### src/rtl/timer_interface.sv
// Memory-mapped down-counting timer: prescaled tick, one-shot or periodic reload,
// sticky expiry flag cleared by control write (bit31) or by the first cycle of a status read.
module timer_interface #(
  parameter int unsigned PRESCALE = 1000
) (
  input  logic        clock,
  input  logic        reset,
  input  logic        read,
  input  logic        write,
  input  logic        reload_cs,
  input  logic        control_cs,
  input  logic        status_cs,
  input  logic        count_cs,
  input  logic [31:0] data_in,
  output logic [31:0] data_out,
  output logic        data_out_valid,
  output logic        expired
);

  localparam int unsigned PW = (PRESCALE > 1) ? $clog2(PRESCALE) : 1;
  localparam logic [PW-1:0] PreMax = PW'(PRESCALE - 1);

  logic [31:0]   count_q, count_d;
  logic [31:0]   reload_q, reload_d;
  logic          enable_q, enable_d;
  logic          periodic_q, periodic_d;
  logic          expired_q, expired_d;
  logic [PW-1:0] prescaler_q, prescaler_d;
  logic          status_rd_q;

  logic reload_wr, control_wr, status_rd, tick, expire;

  assign reload_wr  = write & reload_cs;
  assign control_wr = write & control_cs;
  assign status_rd  = read & status_cs;
  assign tick       = enable_q && (prescaler_q == PreMax);
  assign expired    = expired_q;

  always_comb begin
    count_d     = count_q;
    reload_d    = reload_q;
    enable_d    = enable_q;
    periodic_d  = periodic_q;
    expired_d   = expired_q;
    prescaler_d = prescaler_q;
    expire      = 1'b0;

    if (enable_q) begin
      prescaler_d = tick ? '0 : prescaler_q + PW'(1);
    end

    // A reload write on the tick edge discards the tick entirely.
    if (tick && !reload_wr) begin
      if (count_q > 32'd1) begin
        count_d = count_q - 32'd1;
      end else begin
        expire  = 1'b1;
        count_d = periodic_q ? reload_q : '0;
        if (!periodic_q) begin
          enable_d = 1'b0;
        end
      end
    end

    if (control_wr) begin
      enable_d   = data_in[0];
      periodic_d = data_in[1];
      if (!enable_q && data_in[0]) begin
        prescaler_d = '0;
      end
      if (data_in[31]) begin
        expired_d = 1'b0;
      end
    end

    if (reload_wr) begin
      reload_d    = data_in;
      count_d     = data_in;
      prescaler_d = '0;
    end

    // Only the first cycle of a held status read clears the flag.
    if (status_rd && !status_rd_q) begin
      expired_d = 1'b0;
    end

    if (expire) begin
      expired_d = 1'b1;
    end
  end

  always_ff @(posedge clock) begin
    if (reset) begin
      count_q     <= '0;
      reload_q    <= '0;
      enable_q    <= 1'b0;
      periodic_q  <= 1'b0;
      expired_q   <= 1'b0;
      prescaler_q <= '0;
      status_rd_q <= 1'b0;
    end else begin
      count_q     <= count_d;
      reload_q    <= reload_d;
      enable_q    <= enable_d;
      periodic_q  <= periodic_d;
      expired_q   <= expired_d;
      prescaler_q <= prescaler_d;
      status_rd_q <= status_rd;
    end
  end

  always_comb begin
    data_out       = '0;
    data_out_valid = read & (reload_cs | control_cs | status_cs | count_cs);
    if (read) begin
      if (reload_cs) begin
        data_out = reload_q;
      end else if (control_cs) begin
        data_out = {30'b0, periodic_q, enable_q};
      end else if (status_cs) begin
        data_out = {30'b0, enable_q, expired_q};
      end else if (count_cs) begin
        data_out = count_q;
      end
    end
  end

endmodule

### config.mk
export PLATFORM = sky130hd
export DESIGN_NAME = timer_interface
export DESIGN_NICKNAME = d
export VERILOG_FILES = /design/src/rtl/timer_interface.sv
export SDC_FILE = /design/constraint.sdc
export NUM_CORES = 1
export LEC_CHECK = 0
export CAP_MARGIN = 15
export CORE_MARGIN = 4
export CORE_UTILIZATION = 40
export CTS_BUF_LIST = sky130_fd_sc_hd__clkbuf_16
export DETAILED_ROUTE_END_ITERATION = 8
export DONT_BUFFER_PORTS = 1
export PLACE_DENSITY = 0.55
export SETUP_SLACK_MARGIN = 0.05
export SYNTH_ARGS = -nofsm -noshare
export SYNTH_HDL_FRONTEND = slang
export SYNTH_SLANG_ARGS = --single-unit
### constraint.sdc
create_clock -name clock -period 7 [get_ports clock]
set_clock_uncertainty 0.1 [all_clocks]
set_input_delay 1.75 -clock clock [delete_from_list [all_inputs] [get_ports clock]]
set_output_delay 1.75 -clock clock [all_outputs]
set_load 0.02 [all_outputs]
==> impl_results.md, run 1 <==
* DR pass1 iterations at 5
* Reg clk slew, reported paths at 0.06 ns
* Top Family by Delay on Critical Path: simple AND/OR/NAND/NOR gates
* Final #Nets at 650
* Number of DRC markers in iteration 0 at 230
* FFs w/ async S/R, synth at 0%
* Total power at 1.17 mW
* Yosys warning total at 0
* Avg Inst Size Synth at 7.39 um^2
* First-pass GRT wire length at 22.7 mm
* Syn Std Cell Area at 0.00476 mm^2
* CP arrival at 2.91 ns
* Main combinational cell family by area after synthesis: simple AND/OR/NAND/NOR gates
* CP max stage cell: buf_4
* Detailed Route WL at 14.4 mm
* Largest net degree at the start of global routing at 65
* Mux contribution to synthesized area at 0.210%
* Reg2Reg Setup Slack at 3.54 ns
* Clock Latency Late Sink at 0.35 ns
* Die H at 117 um
* Num Clock Sinks at 78
* Routed vias at 4520
* Hold_sp: reload_q[17]
* Vias per cell at 5.99
* Vias in the first global route at 4351
* Slowest stage delay, CP at 0.38 ns
* Initial Utilization at 41.3%
* Cell total after placement at 739
* Achievable Freq at 210 MHz
* Adder-Cell Fraction of Synth Area at 0.788%
* Most frequent cell after synthesis: nand2_1
* Synth Net Count at 687
* TritonCTS buffer count at 9
* Antenna viol nets, final at 0
* Fin crit share at 68.0%
* Antenna violations before repair at 0
* R2R cell count at 6
* Placer congestion estimate at 0.870
* Total gr overflow at 0
* Clock buffer depth at 2
* Final setup viols at 0
* DR WL/cell at 19.1 um
* Fin cells at 754
* Setup TNS at 0 ns
* Post-synth top area share at 32.8%
* Drc violations at 0
* CTS tree: done
* Die area at 0.0137 mm^2
* IO Port Bufs at 0
* Dpl hpwl at 9.29 mm
* Total track usage at 21.3%
* Fin crit period at 4.76 ns
* Xor and xnor area share after synthesis at 3.68%
* Antenna diode count at 0
* H-tree level count at 3
* Hold buffers post-CTS at 0
* Compound-cell area share of the yosys netlist at 25.5%
* CP bufs+invs at 1
* Dominant cells by area after synthesis: dfxtp_1 33%, nand2_1 9.0%, a21oi_1 5.6%
* Critical Path Start Type: input pin
* Core Area at 0.0115 mm^2
* Post-CTS resize count at 0
* Seq/Total Area, Yosys at 32.8%
* Status: completed
* Slew headroom at 22.3%
* CP Cell Sequence: nor4b_2, buf_4, a22oi_1, nor2b_1
* R2R Path Start: count_q[13]
* Max Slew Vio Count at 0
* PD cells at 230 mW/mm^2
* Setup CP Type: input pin to output pin
* Area growth from synthesis to layout at 6.36%
* Cell accounting for the most synthesized area: dfxtp_1
* Crit end category: output pin
* Hold Crit Class: register to register
* RSZ-0062 raised after global routing: false
* Total of max-cap violations at 0
* Least-Margin Pin Slew at 1.17 ns
* Final hold violation count at 0
* Post-synthesis cell count at 644
* Peak supply drop at 0.000129 V
* Ys flop type: dfxtp_1
* IO Count at 74
* WHS Path Cells at 2
* Root Buffer: clkbuf_16
* Core Rows at 39
* Synth Area in Simple Gates at 31.2%
* Synth cell count leaders: 114 x nand2_1, 78 x dfxtp_1, 56 x nor2_1, 53 x a21oi_1, 34 x clkbuf_1
* FF-to-FF End: count_q[31]
* Yosys cell types at 65
* Crit-path max FO at 39
* Setup Fix Bufs, Post-CTS at 0
* Leak at 1.66 nW
* Die X at 117 um
* Layout cells sized above 1 at 6.06%
* Flops & latches, synth at 78
* EDFF count, synth at 0
* WP data required at 5.15 ns
* Hold EP: reload_q[17]
cell type report:
type	instances	area (um^2)
clock inverter	6	77.6
fill	1167	6450
sequential	78	1560
timing repair buffer	6	45.0
multi-input combinational	504	2950
clock buffer	9	225
tap	143	179
inverter	8	30.0
worst register-to-register path, delay by kind of cell, from the launching register on:
| kind | cells | cell delay (ns) |
|---|---|---|
| AOI/OAI and AO/OA | 1 | 0.45 |
| DFF | 1 | 0.40 |
| and+or+nand+nor | 5 | 2.40 |
report_power, final:
group,leakage (nW),internal (mW),total (mW),switching (mW)
combinational,0.877,0.0677,0.171,0.104
clock,0.150,0.307,0.502,0.195
sequential,0.638,0.464,0.492,0.0278
total,1.66,0.839,1.16,0.326
worst max-delay path by stage:
stage	from	slack (ns)	cells after the start	end
floorplan	reload_cs	2.07	5	data_out[10]
global placement	reload_cs	2.24	4	data_out[24]
detailed placement	reload_cs	2.23	4	data_out[24]
CTS	reload_cs	2.22	4	data_out[24]
global route	reload_cs	2.16	4	data_out[21]
finish	reload_cs	2.24	4	data_out[28]
kinds of logic (layout without fill, tap and decap cells):
family	count (synthesis)	after routing
buffers and inverters	62	29
AOI/OAI and AO/OA	185	185
xor gates and xnor gates	20	20
DFF	78	78
adders and majority gates	3	3
and+or+nand+nor	295	295
muxes	1	1
routing by layer:
layer / part of all wire [%] / wire, um / vias up / track usage (%)
met1: 47 / 6720 / 2149 / 28.4
met5: 0 / 0 / - / 0
met2: 46 / 6550 / 116 / 32.9
met3: 5.8 / 834 / 20 / 5.04
li1: - / - / 2235 / -
met4: 2.0 / 284 / 0 / 9.40
sequential cells by signal, indices dropped and copies added, names as in the netlist:
signal	count
expired	1
status_rd_q	1
prescaler_q	10
reload_q	32
enable_q	1
count_q	32
periodic_q	1
cells in the final DEF (no fill, tap or decap), types with 7 or more instances in the layout:
master	netlist	routed
or4_1	9	9
clkbuf_16	0	9
a22oi_1	30	30
xor2_1	13	13
nor4_1	12	11
nand2_1	114	113
o22ai_1	7	7
nor2_1	56	56
nor2b_1	30	30
a211oi_1	17	17
inv_1	8	8
nand4_1	9	9
xnor2_1	7	7
nor3_1	17	17
dfxtp_1	78	78
a21oi_1	53	53
or3_1	8	8
o21ai_0	31	31
per-stage QoR:
step                setup slack (ns)  area (um^2)  hold slack [ns]  util [%]
floorplan                       2.07         4760            0.349         -
global placement                2.24         4760            0.353      41.3
detailed placement              2.23         4760            0.356      41.3
CTS                             2.22         5060            0.365      44.0
global route                    2.16         5060            0.379      44.0
finish                          2.24         5060            0.364      44.0
Note: power is estimated with default switching activity, not from simulation.
==> run 2, diff against run 1 <==
--- a/config.mk
+++ b/config.mk
@@ -11,7 +11,7 @@
 export CTS_BUF_LIST = sky130_fd_sc_hd__clkbuf_16
 export DETAILED_ROUTE_END_ITERATION = 8
 export DONT_BUFFER_PORTS = 1
-export PLACE_DENSITY = 0.55
+export PLACE_DENSITY = 0.57
 export SETUP_SLACK_MARGIN = 0.05
 export SYNTH_ARGS = -nofsm -noshare
 export SYNTH_HDL_FRONTEND = slang
==> constraint.sdc (replaced) <==
create_clock -name clock -period 4.35 [get_ports clock]
set_clock_uncertainty 0.1 [all_clocks]
set_input_delay 1.0875 -clock clock [delete_from_list [all_inputs] [get_ports clock]]
set_output_delay 1.0875 -clock clock [all_outputs]
set_load 0.02 [all_outputs]
==> run 2 against run 1 <==
Via count is 1.3% higher. Cell count is 0.53% higher. Worst hold slack better by 0.0031 ns. Sequential power is 61% higher. First-iteration DRC count is 62% higher. Power is 60% higher. Register-to-register slack worse by 2.1 ns. Combinational power is 63% higher. Sequential cell count stayed put. Critical path depth stayed put. Largest power group is now sequential cells. Highest routed layer unchanged.
==> impl_results.md, run 2 (synthesis results as in run 1) <==
* Status: completed
* CP bufs+invs at 1 (unchanged)
* Die X at 117 um (unchanged)
* IO Count at 74 (unchanged)
* Top layer in use: met4
* R2R cell count at 8 (+2)
* First-pass GRT wire length at 23.6 mm (+4.0%)
* Hold Crit Class: register to register
* Pre-CTS setup slack at 0.886 ns (-1.34 ns)
* WP data required at 3.16 ns (-1.99 ns)
* Fin cells at 758 (+0.53%)
* TritonCTS buffer count at 9 (unchanged)
* Setup Fix Bufs, Post-CTS at 0 (unchanged)
* DR WL met3 at 938 um (+12%)
* Area growth from synthesis to layout at 6.70%
* Fin crit period at 3.46 ns
* Total track usage at 22.0% (+0.67 points)
* Top Registers: count_q: 32 flops, reload_q: 32 flops, prescaler_q: 10 flops
* Fin crit share at 79.4%
* Cell total after placement at 742 (+0.41%)
* Die area at 0.0137 mm^2 (unchanged)
* Core Area at 0.0115 mm^2 (unchanged)
* CTS tree: done
* Crit-path max FO at 39 (unchanged)
* Final WS setup at 0.894 ns (-1.34 ns)
* CP max stage cell: buf_4
* Hold_sp: reload_q[16]
* H-tree level count at 3 (unchanged)
* CP arrival at 2.27 ns (-0.64 ns)
* Total gr overflow at 0 (unchanged)
* Detailed Route WL at 14.6 mm (+1.3%)
* Clock buffer depth at 2 (unchanged)
* Drc violations at 0 (unchanged)
* Vias in the first global route at 4355 (+0.092%)
* Worst Hold Slack at 0.367 ns (+0.00313 ns)
* Num Clock Sinks at 78 (unchanged)
* Number of DRC markers in iteration 0 at 372 (+62%)
* RSZ-0062 raised after global routing: false
* Achievable Freq at 289 MHz
* Setup TNS at 0 ns (unchanged)
* Routed vias at 4580 (+1.3%)
* Top Family by Delay on Critical Path: simple AND/OR/NAND/NOR gates
* Design area at 0.00508 mm^2 (+0.32%)
* Commonest non-fill, non-tap cell in the layout: nand2_1
* Slew headroom at 30.3% (+8.0 points)
* Vias per cell at 6.04 (+0.79%)
* Total power at 1.86 mW (+60%)
* DR WL met2 at 6.86 mm (+4.7%)
* Initial Utilization at 41.3% (unchanged)
* Peak supply drop at 0.000260 V (+100%)
* Met1 Wirelength at 6.64 mm (-1.2%)
* DR pass1 iterations at 6 (+1)
* Slowest stage delay, CP at 0.39 ns (about the same)
* Crit. Startpoint: reload_cs
* Placer congestion estimate at 0.804 (-7.6%)
* Total of max-cap violations at 0 (unchanged)
* Root Buffer: clkbuf_16
* Reg2Reg Setup Slack at 1.46 ns (-2.08 ns)
* DP Area at 0.00477 mm^2 (+0.29%)
* Setup CP Type: input pin to output pin
* Clock Latency Late Sink at 0.34 ns (about the same)
* Final hold violation count at 0 (unchanged)
* Final #Nets at 653 (+0.46%)
* Antenna diode count at 0 (unchanged)
* Post-CTS resize count at 0 (unchanged)
* Hold EP: reload_q[16]
* Max Slew Vio Count at 0 (unchanged)
* Final cell utilization of the core at 44.1% (+0.14 points)
* Die H at 117 um (unchanged)
* Critical Path Start Type: input pin
* PD cells at 366 mW/mm^2 (+59%)
* Largest net degree at the start of global routing at 65 (unchanged)
* Most frequent cells in the layout: 113 x nand2_1, 78 x dfxtp_1, 56 x nor2_1, 53 x a21oi_1, 31 x o21ai_0
* Dpl hpwl at 9.65 mm (+3.9%)
* WHS Path Cells at 2 (unchanged)
* Reg clk slew, reported paths at 0.06 ns (about the same)
* Antenna viol nets, final at 0 (unchanged)
* IO Port Bufs at 0 (unchanged)
* Crit end category: output pin
* DR WL/cell at 19.2 um (+0.73%)
* Layout cells sized above 1 at 6.34% (+0.29 points)
* Least-Margin Pin Slew at 1.04 ns (-0.124 ns)
* Hold buffers post-CTS at 0 (unchanged)
* CP Cell Sequence: nor4b_2, buf_4, a22oi_1, nor2b_1
* Core Rows at 39 (unchanged)
* Final setup viols at 0 (unchanged)
* Leak at 1.68 nW (+0.90%)
* R2R Path Start: count_q[0]
* Antenna violations before repair at 0 (unchanged)
* FF-to-FF End: count_q[4]
[run 2: cell types whose count changed in the layout (fill, tap and decap cells not counted), sizes merged]
| cell | previous run | this run |
|---|---|---|
| inv | 8 | 9 |
| buf | 6 | 9 |
[run 2: where the power goes]
part	switching [mW]	leakage (nW)	total (mW)	internal [mW]
sequential	0.0460	0.638	0.793	0.747
combinational	0.169	0.889	0.278	0.109
clock	0.296	0.153	0.789	0.493
total	0.510	1.68	1.86	1.35
[run 2: worst max-delay path by stage]
stage	end	slack, ns	cells after the start
finish	data_out[30]	0.89	4
global route	data_out[4]	0.74	4
CTS	data_out[30]	0.88	4
detailed placement	data_out[30]	0.89	4
global placement	data_out[30]	0.90	4
floorplan	data_out[10]	0.75	5
[run 2: cell type report]
class / count / area [um^2]
multi-input cells: 504 / 2940
clock inverters: 7 / 80.1
repair buffers: 9 / 67.6
fillers: 1193 / 6440
clock buffers: 9 / 225
flip-flops and latches: 78 / 1560
inverters: 8 / 30.0
well taps: 143 / 179
[run 2: tightest hold or removal path: stages (launching register included)]
cell,delay [ns]
dfxtp_1,0.32
nand2_1,0.06
a21oi_1,0.05
[run 2: layer usage]
layer / vias up / global-route usage (%)
met3: 9 / 5.71
met1: 2180 / 29.5
met2: 145 / 35.6
met5: - / 0
li1: 2246 / -
met4: 0 / 5.20
==> run 3, diff against run 2 <==
--- a/config.mk
+++ b/config.mk
@@ -11,7 +11,7 @@
 export CTS_BUF_LIST = sky130_fd_sc_hd__clkbuf_16
 export DETAILED_ROUTE_END_ITERATION = 8
 export DONT_BUFFER_PORTS = 1
-export PLACE_DENSITY = 0.57
+export PLACE_DENSITY = 0.55
 export SETUP_SLACK_MARGIN = 0.05
 export SYNTH_ARGS = -nofsm -noshare
 export SYNTH_HDL_FRONTEND = slang
==> constraint.sdc (replaced) <==
create_clock -name clock -period 3.3 [get_ports clock]
set_clock_uncertainty 0.1 [all_clocks]
set_input_delay 0.825 -clock clock [delete_from_list [all_inputs] [get_ports clock]]
set_output_delay 0.825 -clock clock [all_outputs]
set_load 0.02 [all_outputs]
==> run 3 against run 2 <==
Register-to-register slack worse by 0.84 ns. Critical path depth rose by 1. Sequential cell count is the same. Sequential share of layout area down 1.4 points. Via count rose by 4.7%. Clock power is 11% higher. Cell count rose by 4.7%. Non-clock buffer count grew 38. Critical path type unchanged. Largest cell class unchanged. Largest power group unchanged.
==> impl_results.md, run 3 (synthesis results as in run 1) <==
* Status: completed
* Area growth from synthesis to layout at 11.7%
* Crit-path max FO at 39 (unchanged)
* Dpl hpwl at 9.79 mm (+1.4%)
* Antenna diode count at 0 (unchanged)
* Total gr overflow at 0 (unchanged)
* DR pass1 iterations at 5 (-1)
* Core Area at 0.0115 mm^2 (unchanged)
* Die X at 117 um (unchanged)
* Post-CTS resize count at 0 (unchanged)
* Clock buffer depth at 2 (unchanged)
* Num Clock Sinks at 78 (unchanged)
* Die H at 117 um (unchanged)
* Detailed Route WL at 14.9 mm (+1.9%)
* Vias in the first global route at 4506 (+3.5%)
* Final #Nets at 691 (+5.8%)
* DP Area at 0.00507 mm^2 (+6.2%)
* R2R cell count at 6 (-2)
* Reg2Reg Setup Slack at 0.62 ns (-0.84 ns)
* Crit end category: output pin
* Number of DRC markers in iteration 0 at 336 (-9.7%)
* Initial Utilization at 41.3% (unchanged)
* Least-Margin Pin Slew at 0.659 ns (-0.383 ns)
* Slew headroom at 55.8% (+25 points)
* Drc violations at 0 (unchanged)
* Routed vias at 4796 (+4.7%)
* Setup TNS at 0 ns (unchanged)
* Reg clk slew, reported paths at 0.06 ns (about the same)
* CTS tree: done
* First-pass GRT wire length at 23.5 mm (-0.47%)
* Root Buffer: clkbuf_16
* Fin crit period at 2.78 ns
* Top Registers: count_q: 32 flops, reload_q: 32 flops, prescaler_q: 10 flops
* Hold Crit Class: register to register
* Commonest non-fill, non-tap cell in the layout: nand2_1
* Antenna viol nets, final at 0 (unchanged)
* Antenna violations before repair at 0 (unchanged)
* DR WL/cell at 18.7 um (-2.7%)
* Final hold violation count at 0 (unchanged)
* IO Port Bufs at 0 (unchanged)
* Fin crit share at 84.2%
* Cell total after placement at 780 (+5.1%)
* TritonCTS buffer count at 9 (unchanged)
* Critical Path Start Type: input pin
* Design area at 0.00532 mm^2 (+4.7%)
* Layout cells sized above 1 at 11.7% (+5.3 points)
* Most frequent cells in the layout: 113 x nand2_1, 78 x dfxtp_1, 56 x nor2_1, 53 x a21oi_1, 46 x buf_4
* Setup CP Type: input pin to output pin
* Achievable Freq at 360 MHz
* H-tree level count at 3 (unchanged)
* Peak supply drop at 0.000246 V (-5.4%)
* Leak at 1.86 nW (+11%)
* Final setup viols at 0 (unchanged)
* Largest net degree at the start of global routing at 65 (unchanged)
* Fillcell total at 1169 (-2.0%)
* Total power at 2.31 mW (+24%)
* Die area at 0.0137 mm^2 (unchanged)
* Core Rows at 39 (unchanged)
* Hold buffers post-CTS at 0 (unchanged)
* Setup Fix Bufs, Post-CTS at 0 (unchanged)
* RSZ-0062 raised after global routing: false
* Worst Hold Slack at 0.369 ns (+0.00172 ns)
* WHS Path Cells at 2 (unchanged)
* Total track usage at 22.0% (+0.039 points)
* Total of max-cap violations at 0 (unchanged)
* Placer congestion estimate at 0.908 (+13%)
* Vias per cell at 6.04 (about the same)
* Fin cells at 794 (+4.7%)
* IO Count at 74 (unchanged)
* CP arrival at 1.86 ns (-0.41 ns)
* PD cells at 435 mW/mm^2 (+19%)
* Clock Latency Late Sink at 0.35 ns (about the same)
* WP data required at 2.37 ns (-0.79 ns)
* Max Slew Vio Count at 0 (unchanged)
==> run 3: area by class of cell <==
class	count	area (um^2)	share of cell area, %
Tap cell	143	179	3.36
Clock inverter	5	21.3	0.400
Timing Repair Buffer	47	365	6.87
Inverter	8	30.0	0.565
Multi-Input combinational cell	504	2940	55.2
Sequential cell	78	1560	29.4
Clock buffer	9	225	4.23
==> run 3: metal layers <==
| metal | vias to the layer above | GRT usage, % | wire length, um |
|---|---|---|---|
| li1 | 2320 | - | - |
| met5 | - | 0 | 0 |
| met1 | 2293 | 29.9 | 6700 |
| met3 | 21 | 5.50 | 976 |
| met2 | 162 | 34.5 | 6910 |
| met4 | 0 | 6.96 | 270 |
==> run 3: worst paths after layout <==
kind | from | end
setup / recovery | reload_cs | data_out[20]
hold / removal | reload_q[9] | reload_q[9]
setup reg to reg | count_q[24] | count_q[24]
hold reg to reg | reload_q[9] | reload_q[9]
==> run 3: metrics by stage <==
step | setup WS (ns) | utilization (%)
floorplan | 0.222 | -
global placement | 0.561 | 44.0
detailed placement | 0.521 | 44.0
CTS | 0.522 | 46.2
global route | 0.461 | 46.2
finish | 0.520 | 46.2
==> run 3: where the power goes <==
group,total [mW],internal (mW),switching [mW],leakage (nW)
clock network,0.877,0.490,0.387,0.131
registers,1.05,0.985,0.0597,0.638
logic,0.389,0.162,0.227,1.09
==> run 3: critical path, stage by stage <==
cell and delay (ns):
nor4b_2 0.36, buf_12 0.25, a22oi_1 0.09, nor2b_1 0.15, buf_4 0.16
